--- src/rtl/seed_fifo_param.sv ---
// seed_fifo_param: parametrised FIFO of (subject, query, length) seed
// triples with registered pop output, occupancy count and almost-full flag.
// Ports: clk, rst (async active-low); push side wr_en, buf_in_s/q/l;
// pop side rd_en, buf_out_s/q/l, out_valid; status buf_empty, buf_full,
// buf_afull, fifo_counter; drop stats drop_clr, ovf_cnt, zlen_cnt.
// Optional build macro SEED_FIFO_DROP_STATS_EN enables the drop counters;
// without it ovf_cnt/zlen_cnt read 0 and drop_clr is ignored.
module seed_fifo_param #(
  parameter int POS_W    = 8,
  parameter int LEN_W    = 8,
  parameter int ADDR_W   = 2,
  parameter int AFULL_TH = 3,
  parameter int CNT_W    = 16
) (
  input  logic              clk,
  input  logic              rst,
  input  logic              wr_en,
  input  logic [POS_W-1:0]  buf_in_s,
  input  logic [POS_W-1:0]  buf_in_q,
  input  logic [LEN_W-1:0]  buf_in_l,
  input  logic              rd_en,
  output logic [POS_W-1:0]  buf_out_s,
  output logic [POS_W-1:0]  buf_out_q,
  output logic [LEN_W-1:0]  buf_out_l,
  output logic              out_valid,
  output logic              buf_empty,
  output logic              buf_full,
  output logic              buf_afull,
  output logic [ADDR_W:0]   fifo_counter,
  input  logic              drop_clr,
  output logic [CNT_W-1:0]  ovf_cnt,
  output logic [CNT_W-1:0]  zlen_cnt
);

  localparam int DEPTH = 1 << ADDR_W;
  localparam int EW    = 2 * POS_W + LEN_W;

  logic [EW-1:0]     mem [DEPTH];
  logic [ADDR_W-1:0] wr_ptr;
  logic [ADDR_W-1:0] rd_ptr;
  logic [ADDR_W:0]   count;
  logic              len_nz;
  logic              push;
  logic              pop;

  assign len_nz = |buf_in_l;

  // Full/empty come from the registered count, so a pop in the
  // same cycle never frees room for a push and vice versa.
  assign push = wr_en && len_nz && !buf_full;
  assign pop  = rd_en && !buf_empty;

  assign fifo_counter = count;
  assign buf_empty = (count == '0);
  assign buf_full  = (count == (ADDR_W+1)'(DEPTH));
  assign buf_afull = (count >= (ADDR_W+1)'(AFULL_TH));

  always_ff @(posedge clk) begin
    if (push) mem[wr_ptr] <= {buf_in_s, buf_in_q, buf_in_l};
  end

  always_ff @(posedge clk or negedge rst) begin
    if (!rst) begin
      wr_ptr <= '0;
      rd_ptr <= '0;
      count  <= '0;
    end else begin
      if (push) wr_ptr <= wr_ptr + 1'b1;
      if (pop)  rd_ptr <= rd_ptr + 1'b1;
      unique case ({push, pop})
        2'b10:   count <= count + 1'b1;
        2'b01:   count <= count - 1'b1;
        default: count <= count;
      endcase
    end
  end

  always_ff @(posedge clk or negedge rst) begin
    if (!rst) begin
      out_valid <= 1'b0;
      buf_out_s <= '0;
      buf_out_q <= '0;
      buf_out_l <= '0;
    end else begin
      out_valid <= pop;
      if (pop) begin
        {buf_out_s, buf_out_q, buf_out_l} <= mem[rd_ptr];
      end else begin
        buf_out_s <= '0;
        buf_out_q <= '0;
        buf_out_l <= '0;
      end
    end
  end

`ifdef SEED_FIFO_DROP_STATS_EN
  logic ovf_inc;
  logic zlen_inc;

  assign ovf_inc  = wr_en && len_nz && buf_full;
  assign zlen_inc = wr_en && !len_nz;

  always_ff @(posedge clk or negedge rst) begin
    if (!rst) begin
      ovf_cnt  <= '0;
      zlen_cnt <= '0;
    end else if (drop_clr) begin
      ovf_cnt  <= '0;
      zlen_cnt <= '0;
    end else begin
      if (ovf_inc && ovf_cnt != '1)
        ovf_cnt <= ovf_cnt + 1'b1;
      if (zlen_inc && zlen_cnt != '1)
        zlen_cnt <= zlen_cnt + 1'b1;
    end
  end
`else
  logic unused_drop_clr;

  assign unused_drop_clr = drop_clr;
  assign ovf_cnt  = '0;
  assign zlen_cnt = '0;
`endif

endmodule
--- config.mk ---
export PLATFORM = sky130hd
export DESIGN_NAME = seed_fifo_param
export DESIGN_NICKNAME = d
export VERILOG_FILES = /design/src/rtl/seed_fifo_param.sv
export SDC_FILE = /design/constraint.sdc
export NUM_CORES = 1
export LEC_CHECK = 0
export ABC_AREA = 1
export BUFFER_PORTS_ARGS = -buffer_cell sky130_fd_sc_hd__buf_2
export CAP_MARGIN = 10
export CORE_ASPECT_RATIO = 1.4
export CORE_MARGIN = 1.5
export CORE_UTILIZATION = 30
export CTS_BUF_LIST = sky130_fd_sc_hd__clkbuf_4 sky130_fd_sc_hd__clkbuf_8
export DETAILED_ROUTE_END_ITERATION = 10
export MAX_ROUTING_LAYER = met4
export PLACE_DENSITY = 0.57
export SYNTH_ARGS = -nofsm -noshare
export SYNTH_HDL_FRONTEND = slang
export SYNTH_SLANG_ARGS = --single-unit
--- constraint.sdc ---
create_clock -name clk -period 3.4 [get_ports clk]
set_input_delay 0.34 -clock clk [delete_from_list [all_inputs] [get_ports clk]]
set_output_delay 0.34 -clock clk [all_outputs]
set_load 0.02 [all_outputs]
==> impl_results.md, run 1 <==
* Initial core utilization at a little under a third
* Synthesis-to-finish area growth at 15.9%
* Longest individual stage delay on the worst path at 0.42 ns
* Maximum fanout along the worst path at 28
* Total negative setup slack at 0 ns
* Endpoint type of the worst setup path: flop
* Cells on worst reg2reg path at 11
* ANT nets after route at 0
* Clock Tree Buf Depth at 2
* Setup repair after global routing missed its margin: false
* Final worst-path cycle share at 65.9%
* Status: completed
* Standard-cell row count at 56
* Util after Layout at 35.6%
* Clk Latency, worst-skew pair at 0.42 ns
* Post-route cell area at approximately 6000 sq um
* Aggregate global routing overflow at 0
* DRC at 0
* Wire length of the first global-routing pass at 16000 um
* Worst Clk Skew at 0.0102 ns
* Core region area at 16800 sq um
* Post-Synthesis Cells at 410
* Mean post-synth cell area at 12.6 sq um
* Clk slew on worst S/H paths at 0.07 ns
* Leak at 2.42 nW
* Min-Delay Path Class: in2async
* Maximum number of pins on one net before global-route repair at 50
* Register bit total from synthesis at ~130
* Global-route usage over all layers at 12.5%
* Cell taking the most area after synthesis: edfxtp_1
* Worst reg2reg path startpoint: fifo_counter[0]
* Number of antenna violations at the first check in global routing at 1
* Post-CTS setup-driven buffer insertion count at 0
* End of the worst register-to-register path: fifo_counter[2]
* List of cells traversed by the critical path: inv_2 -> nand2_2 -> o21ai_4 -> buf_4 -> inv_1 -> ha_1 -> inv_1 -> fa_1 -> or2_2 -> nand2_1 -> xor2_1
* Number of fill cells in the layout at 1627
* Max-capacitance violation count at 0
* IO Pins at 92
* Cells resized by post-CTS repair at 0
* Die span in x at 114 um
* Sequential fraction of the synthesis area at 71.3%
* Share of the synthesized area in the top cell type at 55.8%
* CTS buffer count at 17
* Final period demand of the worst path at 2.24 ns
* Worst hold slack after final layout at just under 0.008 ns
* Cells taking the most area after synthesis: edfxtp_1, dfrtp_1, nor2_1
* Achievable frequency at ~450 MHz
* Via count of the first global-routing pass at 3226
* Number of nets in the final layout at 514
* Cell seen most often among critical-path stages: inv_1
* Arrival time of data at the critical path endpoint at about 2.6 ns
* Via count of the routed design at a little over 3000
* Netlist Area Pre-Place at roughly 5200 sq um
* Count of buffers inserted at the top-level ports at 58
* Instance area after placement at 5510 sq um
* Initial detailed-routing violation count at 147
* HPWL reported at the end of detailed placement at 6210 um
* Clock tree from TritonCTS: yes
* WL per Instance at 15.0 um
* Drt via density at 4.44
* Type of the worst setup path: reg2reg
* Worst IR drop on VDD at 0.000448 V
* Vertical die dimension at 158 um
* Tightest slew margin relative to the limit at 45.8%
* Yosys warns at 0
* Tightest Pin Transition at around 0.8 ns
* Areal power density over the cells at 904 nW/um^2
* Reg-to-reg slack, setup at approximately 1.2 ns
* Number of sinks handled by clock tree synthesis at 128
* H-Tree Depth at 4
* Drt pass-1 iters at 4
* Final weighted congestion of routability-driven global placement at 0.713
* Fraction of layout cells with a size suffix above 1 at between 20% and 30%
* Root buf cell: clkbuf_8
* Hold violation count in the final report at 0
* Startpoint class of the critical path: flop
* Area of the die at about 18000 sq um
* Number of setup violations in the final report at 0
* Cell at the slowest stage of the critical path: dfrtp_1
* Post-synthesis cell type count at 25
* Data required time of the worst path at approximately 3.7 ns
* Number of buffers inserted by hold repair at cts at 0
* DRT Wirelength at 10400 um
* Max Slew Vio Count at 0
## cells in the mapped netlist
| library cell | number |
|---|---|
| a21boi_2 | 1 |
| o21ai_1 | 17 |
| fa_1 | 1 |
| o21ai_0 | 34 |
| dfrtp_1 | 32 |
| ha_1 | 5 |
| or2_2 | 1 |
| nand3_1 | 2 |
| edfxtp_1 | 96 |
| xor2_1 | 2 |
| buf_6 | 7 |
| buf_4 | 36 |
| o21ai_4 | 1 |
| buf_12 | 1 |
| nand2_2 | 1 |
| conb_1 | 1 |
| a21oi_1 | 25 |
| nand2_1 | 13 |
| clkbuf_2 | 3 |
| buf_2 | 2 |
| xnor2_1 | 2 |
| inv_1 | 17 |
| nor2_1 | 105 |
| inv_2 | 4 |
| buf_8 | 1 |
## sequential cells by signal, indices dropped and copies added, names as in the netlist
| signal | count |
|---|---|
| buf_out_l | 8 |
| rd_ptr | 2 |
| buf_out_s | 8 |
| buf_out_q | 8 |
| out_valid | 1 |
| wr_ptr | 2 |
| fifo_counter | 3 |
| mem | 96 |
## worst max-delay path by stage
| stage | startpoint | end | slack (ns) | cells past startpoint |
|---|---|---|---|---|
| after CTS | fifo_counter[0] | fifo_counter[2] | 1.13 | 11 |
| final | fifo_counter[0] | fifo_counter[2] | 1.16 | 11 |
| after detailed placement | buf_in_l[5] | fifo_counter[2] | 1.07 | 12 |
| after global routing | fifo_counter[0] | fifo_counter[2] | 1.02 | 11 |
| after global placement | buf_in_l[2] | fifo_counter[2] | 1.13 | 12 |
| after floorplan | fifo_counter[0] | mem[0][0] | 1.05 | 4 |
## kinds of logic after synthesis
kind of cell / synth area share (%)
adder cells (fa/ha/maj): 1.60
AND/OR/NAND/NOR: 9.01
buffers and inverters: 9.45
flip-flops: 71.3
XOR/XNOR: 0.678
other: 0.0726
AO/OA/AOI/OAI: 7.90
## cell type report
class,count,area (sq um),area share (%)
diodes,1,2.50,0.0418
clock buffers,20,263,4.39
clock inverters,11,211,3.53
inverters,21,78.8,1.32
multi-input cells,242,1120,18.7
flip-flops and latches,128,3680,61.5
well taps,203,254,4.24
repair buffers,69,373,6.23
## placed cells by master (no fill, tap or decap), drive strengths merged
| cell type | netlist | routed |
|---|---|---|
| dfrtp | 32 | 32 |
| xnor2 | 2 | 2 |
| a21oi | 25 | 25 |
| inv | 21 | 21 |
| xor2 | 2 | 2 |
| nor2 | 105 | 105 |
| edfxtp | 96 | 96 |
| diode | 0 | 1 |
| ha | 5 | 5 |
| clkinv | 0 | 4 |
| a21boi | 1 | 1 |
| bufinv | 0 | 6 |
| or2 | 1 | 1 |
| conb | 1 | 32 |
| buf | 47 | 69 |
| fa | 1 | 1 |
| o21ai | 52 | 52 |
| clkinvlp | 0 | 1 |
| clkbuf | 3 | 20 |
| nand3 | 2 | 2 |
| nand2 | 14 | 14 |
## power by group
group	internal, mW	total, mW	switching (mW)
Sequential	2.10	2.24	0.140
Combinational	0.492	1.63	1.14
Clock	0.976	1.54	0.560
Total	3.57	5.41	1.84
## metal layers
layer | share of wire [%] | vias up | wire length, um | global-route usage (%)
met1 | 38 | 1493 | 3950 | 12.2
met5 | 0 | - | 0 | -
met2 | 55 | 126 | 5740 | 23.2
met4 | 0.77 | 0 | 80 | 6.13
met3 | 6.1 | 4 | 630 | 2.89
li1 | - | 1461 | - | -
## metrics by stage
step	std cells	power, mW	worst slack [ns]
after detailed placement	663	3.95	1.07
after global placement	663	3.89	1.13
after floorplan	441	3.53	1.05
after CTS	694	5.49	1.13
after global routing	695	5.76	1.02
final	695	5.41	1.16
## critical path: cells and delay by family (launching register included)
kind                       cells  cell delay, ns
AOI/OAI and AO/OA              1            0.05
adders and majority gates      2            0.53
and+or+nand+nor                3            0.49
buffers and inverters          4            0.52
DFF                            1            0.42
xor gates and xnor gates       1            0.14
Note: power is estimated with default switching activity, not from simulation.
==> run 2: changes to the inputs <==
==> constraint.sdc (replaced) <==
create_clock -name clk -period 2.14 [get_ports clk]
set_input_delay 0.214 -clock clk [delete_from_list [all_inputs] [get_ports clk]]
set_output_delay 0.214 -clock clk [all_outputs]
set_load 0.02 [all_outputs]
==> impl_results.md, run 2 (same netlist as run 1, synthesis figures left out) <==
* Min setup slack post-route at between 0.1 and 0.15 ns
* Instance area after placement at 5570 sq um
* Number of antenna violations at the first check in global routing at 1
* Startpoint class of the critical path: input pin
* Maximum number of pins on one net before global-route repair at 33
* Initial core utilization at 30.7%
* Worst Clk Skew at 0.0117 ns
* Total area of multi-input combinational cells at 1130 sq um
* Area of the die at 18000 sq um
* Largest register by flop count: mem
* Root buf cell: clkbuf_8
* Final weighted congestion of routability-driven global placement at 0.716
* Worst IR drop on VDD at approximately 0.00066 V
* Global-route usage over all layers at 12.3%
* Initial detailed-routing violation count at around 150
* Max Slew Vio Count at 0
* HPWL reported at the end of detailed placement at 6090 um
* Drt pass-1 iters at 4
* Post-layout total power at 8.32 mW
* Aggregate global routing overflow at 0
* Endpoint type of the worst setup path: flop
* Data required time of the worst path at 2.49 ns
* Maximum fanout along the worst path at 5
* Number of nets in the final layout at 531
* Drt via density at 4.36
* Tightest Pin Transition at between 0.8 and 0.9 ns
* Wire length of the first global-routing pass at roughly 16000 um
* Areal power density over the cells at 1350 nW/um^2
* Max-capacitance violation count at 0
* Core region area at between 15000 and 20000 sq um
* Clk Latency, worst-skew pair at 0.42 ns
* Hold violation count in the final report at 0
* Synthesis-to-finish area growth at 19.4%
* Count of buffers inserted at the top-level ports at between 50 and 60
* Via count of the first global-routing pass at 3208
* Final period demand of the worst path at approximately 2 ns
* Clock Tree Buf Depth at 2
* H-Tree Depth at 4
* Number of setup violations in the final report at 0
* Sequential cell area in the final layout at roughly 3700 sq um
* Via count of the routed design at 3110
* Most used cells in the layout excluding fill and tap cells: nor2_1, edfxtp_1, buf_2, o21ai_0, conb_1
* Clk slew on worst S/H paths at 0.07 ns
* Post-route cell area at between 6000 and 7000 sq um
* Type of the worst setup path: in2reg
* Min-Delay Path Class: in2reg
* Setup repair after global routing missed its margin: false
* Standard-cell row count at 56
* IO Pins at 92
* Number of flip-flops in the largest register at 96
* Final worst-path cycle share at 93.7%
* Clock tree from TritonCTS: yes
* Number of fill cells in the layout at 1625
* CTS buffer count at 17
* Arrival time of data at the critical path endpoint at around 2.4 ns
* ANT nets after route at 0
* Vertical die dimension at ~160 um
* Die span in x at 114 um
* Setup Slack @ Placement at 0.171 ns
* Tightest slew margin relative to the limit at between 40 and 50%
* DRC at 0
* Achievable frequency at between 400 and 500 MHz
* Status: completed
* Most frequent standard cell in the layout excluding fill and tap cells: nor2_1
* Leak at 2.46 nW
* Util after Layout at between 30% and 40%
* WL per Instance at 14.3 um
* Fraction of layout cells with a size suffix above 1 at 22.8%
* DRT Wirelength at 10200 um
* Number of sinks handled by clock tree synthesis at 128
## run 2: cell count changes in the layout (fill, tap and decap cells not counted), moves of 2 or more
cell           delta
bufinv_16         -4
buf_12            +5
nand2_1           -2
buf_4             -5
clkinv_4          +3
buf_2             -3
dlygate4sd3_1    +20
nand2_2           +2
## run 2: path summary, 6_finish.rpt
check | start | end | slack (ns) | depth (start not counted)
worst min register to register | mem[3][17] | buf_out_s[1] | 0.52 | 2
worst max-delay path | buf_in_l[0] | fifo_counter[2] | 0.14 | 13
min in group asynchronous | rst | buf_out_s[5] | 0.43 | 2
worst max register to register | fifo_counter[0] | fifo_counter[2] | 0.22 | 9
worst min-delay path | buf_in_l[3] | mem[1][3] | 0.03 | 1
max in group asynchronous | rst | rd_ptr[0] | 1.12 | 2
## run 2: where the power goes
part           total (mW)  internal (mW)  switching (mW)
clock network        2.02           1.08           0.938
registers            3.53           3.34           0.195
logic                2.77          0.907            1.86
total                8.32           5.32            3.00
## run 2: cell type report
| cell class | instances | area share, % |
|---|---|---|
| sequential | 128 | 59.8 |
| multi-input combinational | 242 | 18.3 |
| timing repair buffer | 86 | 10.1 |
| clock buffer | 19 | 4.14 |
| tap | 203 | 4.12 |
| clock inverter | 13 | 2.25 |
| inverter | 21 | 1.28 |
| antenna | 1 | 0.0406 |
## run 2: worst max-delay path: stages
cell	delay [ns]
dlygate4sd3_1	0.53
buf_2	0.14
inv_1	0.05
nand2_1	0.05
nor2_1	0.09
nand2_1	0.10
nand2_2	0.09
ha_2	0.17
inv_2	0.05
fa_2	0.35
or2_2	0.31
nand2_2	0.08
xor2_1	0.13
## run 2: stage by stage
step                      std cells  TNS (ns)  hold WS (ns)
after global routing            713         0       0.00588
after CTS                       715         0       0.00285
after detailed placement        663         0         0.389
final                           713         0        0.0334
after global placement          663         0         0.368
after floorplan                 441    -20.31       -0.0816
## run 2: layer usage
layer | wire [um] | GRT usage (%) | vias up | part of all wire [%]
met5 | 0 | - | - | 0
li1 | - | - | 1492 | -
met3 | 503 | 3.54 | 10 | 4.9
met2 | 5510 | 22.5 | 107 | 54
met4 | 193 | 5.42 | 0 | 1.9
met1 | 3970 | 12.1 | 1501 | 39
## run 2: repair_timing
| item | 4_1_cts | 5_1_grt |
|---|---|---|
| hold buffers | 20 | 0 |
| resized for setup | 0 | 5 |
| setup buffers | 0 | 0 |
| endpoints found under the setup margin | 0 | 1 |
| endpoints found under the hold margin | 104 | 0 |
==> run 3: changes to the inputs <==
--- a/config.mk
+++ b/config.mk
@@ -15,6 +15,7 @@
 export DETAILED_ROUTE_END_ITERATION = 10
 export MAX_ROUTING_LAYER = met4
 export PLACE_DENSITY = 0.57
+export SETUP_SLACK_MARGIN = 0.4
 export SYNTH_ARGS = -nofsm -noshare
 export SYNTH_HDL_FRONTEND = slang
 export SYNTH_SLANG_ARGS = --single-unit
==> impl_results.md, run 3 (same netlist as run 1, synthesis figures left out) <==
* Status: completed
* Hold violation count in the final report at 0
* Clock tree from TritonCTS: yes
* Root buf cell: clkbuf_8
* Clock Tree Buf Depth at 2
* Vertical die dimension at 158 um
* Via count of the routed design at 3165
* Largest register by flop count: mem
* Met1 track utilization from global routing at 13.9%
* Standard-cell row count at 56
* Met2 global-route usage at 21.2%
* Endpoint type of the worst setup path: flop
* Max-capacitance violation count at 0
* H-Tree Depth at 4
* HPWL reported at the end of detailed placement at 6010 um
* Most frequent standard cell in the layout excluding fill and tap cells: nor2_1
* Aggregate global routing overflow at 0
* Startpoint class of the critical path: flop
* DRT Wirelength at 10200 um
* Maximum fanout along the worst path at 4
* Setup repair after global routing missed its margin: true
* Clk slew on worst S/H paths at 0.07 ns
* Global-route usage over all layers at 12.4%
* Tightest Pin Transition at 0.560 ns
* Clk Latency, worst-skew pair at approximately 0.43 ns
* Achievable frequency at 567 MHz
* Grt met3 use at under 10%
* Maximum number of pins on one net before global-route repair at 50
* Final worst-path cycle share at between 80% and 90%
* Total negative setup slack at 0 ns
* Number of sinks handled by clock tree synthesis at approximately 130
* CTS buffer count at 17
* Most Used Layer, Global Route: met2
* Arrival time of data at the critical path endpoint at 2.12 ns
* Core region area at 16800 sq um
* Type of the worst setup path: reg2reg
* ANT nets after route at 0
* Number of setup violations in the final report at 0
* Min-Delay Path Class: in2reg
* IO Pins at 92
* Most used cells in the layout excluding fill and tap cells: nor2_1, edfxtp_1, buf_2, o21ai_0, conb_1
* Worst IR drop on VDD at 0.000622 V
* Worst hold slack after final layout at 0.0208 ns
* Drt pass-1 iters at 4
* WL per Instance at between 10 and 15 um
* Leak at 2.50 nW
* Areal power density over the cells at 1350 nW/um^2
* Final period demand of the worst path at 1.77 ns
* Tightest slew margin relative to the limit at a little over three fifths
* Number of nets in the final layout at 541
* Data required time of the worst path at 2.49 ns
* Initial detailed-routing violation count at 143
* Count of buffers inserted at the top-level ports at 58
* Wire length of the first global-routing pass at 15900 um
* Via count of the first global-routing pass at 3064
* Synthesis-to-finish area growth at 21.2%
* Number of antenna violations at the first check in global routing at 0
* Area of the die at about 18000 sq um
* Worst Clk Skew at 0.00929 ns
* Final weighted congestion of routability-driven global placement at roughly 0.68
* Number of flip-flops in the largest register at 96
* Max Slew Vio Count at 0
* Fraction of layout cells with a size suffix above 1 at 24.3%
* Die span in x at 114 um
* Initial core utilization at between 30 and 40%
* Drt via density at 4.38
* Number of inserted diodes at 0
* DRC at 0
==> run 3: cell count changes in the layout (fill, tap and decap cells not counted), moves of 2 or more <==
cell,delta
nand2_2,-2
dlygate4sd3_1,+3
dfrtp_2,+3
clkinv_1,+3
dfrtp_1,-3
buf_4,+5
buf_2,+3
nand2_4,+2
clkinv_4,-3
==> run 3: path summary, 6_finish.rpt <==
check / startpoint / end / slack [ns] / depth (start not counted)
max: fifo_counter[0] / fifo_counter[2] / 0.37 / 9
min reg2reg: mem[3][18] / buf_out_s[2] / 0.52 / 2
max reg2reg: fifo_counter[0] / fifo_counter[2] / 0.37 / 9
min: buf_in_s[0] / mem[2][16] / 0.02 / 1
max in group asynchronous: rst / buf_out_q[5] / 1.23 / 3
min in group asynchronous: rst / buf_out_q[2] / 0.32 / 2
==> run 3: routing by layer <==
layer / routed length, um / share of wire (%)
met4: 131 / 1.3
met1: 4340 / 43
met3: 421 / 4.1
met5: 0 / 0
met2: 5290 / 52
==> run 3: layout make-up <==
| type | count | area, sq um |
|---|---|---|
| fill | 1606 | 10600 |
| sequential | 128 | 3690 |
| multi-input combinational | 242 | 1160 |
| timing repair buffer | 96 | 683 |
| tap | 203 | 254 |
| clock buffer | 19 | 249 |
| clock inverter | 13 | 145 |
| inverter | 21 | 81.3 |
==> run 3: stage by stage <==
stage                     worst slack, ns  util, %  cell area [sq um]  std cells  total power, mW
final                               0.375     37.2               6260        722             8.43
after global routing                0.272     37.2               6260        722             8.96
after CTS                           0.360     37.0               6230        719             8.47
after detailed placement            0.153     33.2               5580        662             6.36
after global placement              0.198     33.2               5580        662             6.28
after floorplan                     0.205        -               5320        441             5.66
==> run 3: report_power, final <==
group,switching (mW),leakage [nW],internal [mW]
Combinational,1.91,1.02,0.945
Clock,0.889,0.199,1.16
Sequential,0.192,1.28,3.34
Total,2.99,2.50,5.45
==> run 3: critical path: stages, from the launching register on <==
cell      delay [ns]
dfrtp_2         0.44
nor2_2          0.13
a21boi_2        0.09
nand2_4         0.09
ha_4            0.13
inv_2           0.04
fa_2            0.33
or2_4           0.25
nand2_2         0.06
xor2_1          0.14
==> run 3: repair_timing <==
action                                  in CTS  in global routing
gates cloned                                 0                  0
gates resized for setup                      3                  3
buffers inserted                             2                  3
hold buffers                                23                  0
hold endpoints to repair                   107                  0
pin swaps                                    3                  4
endpoints found under the setup margin       2                  2
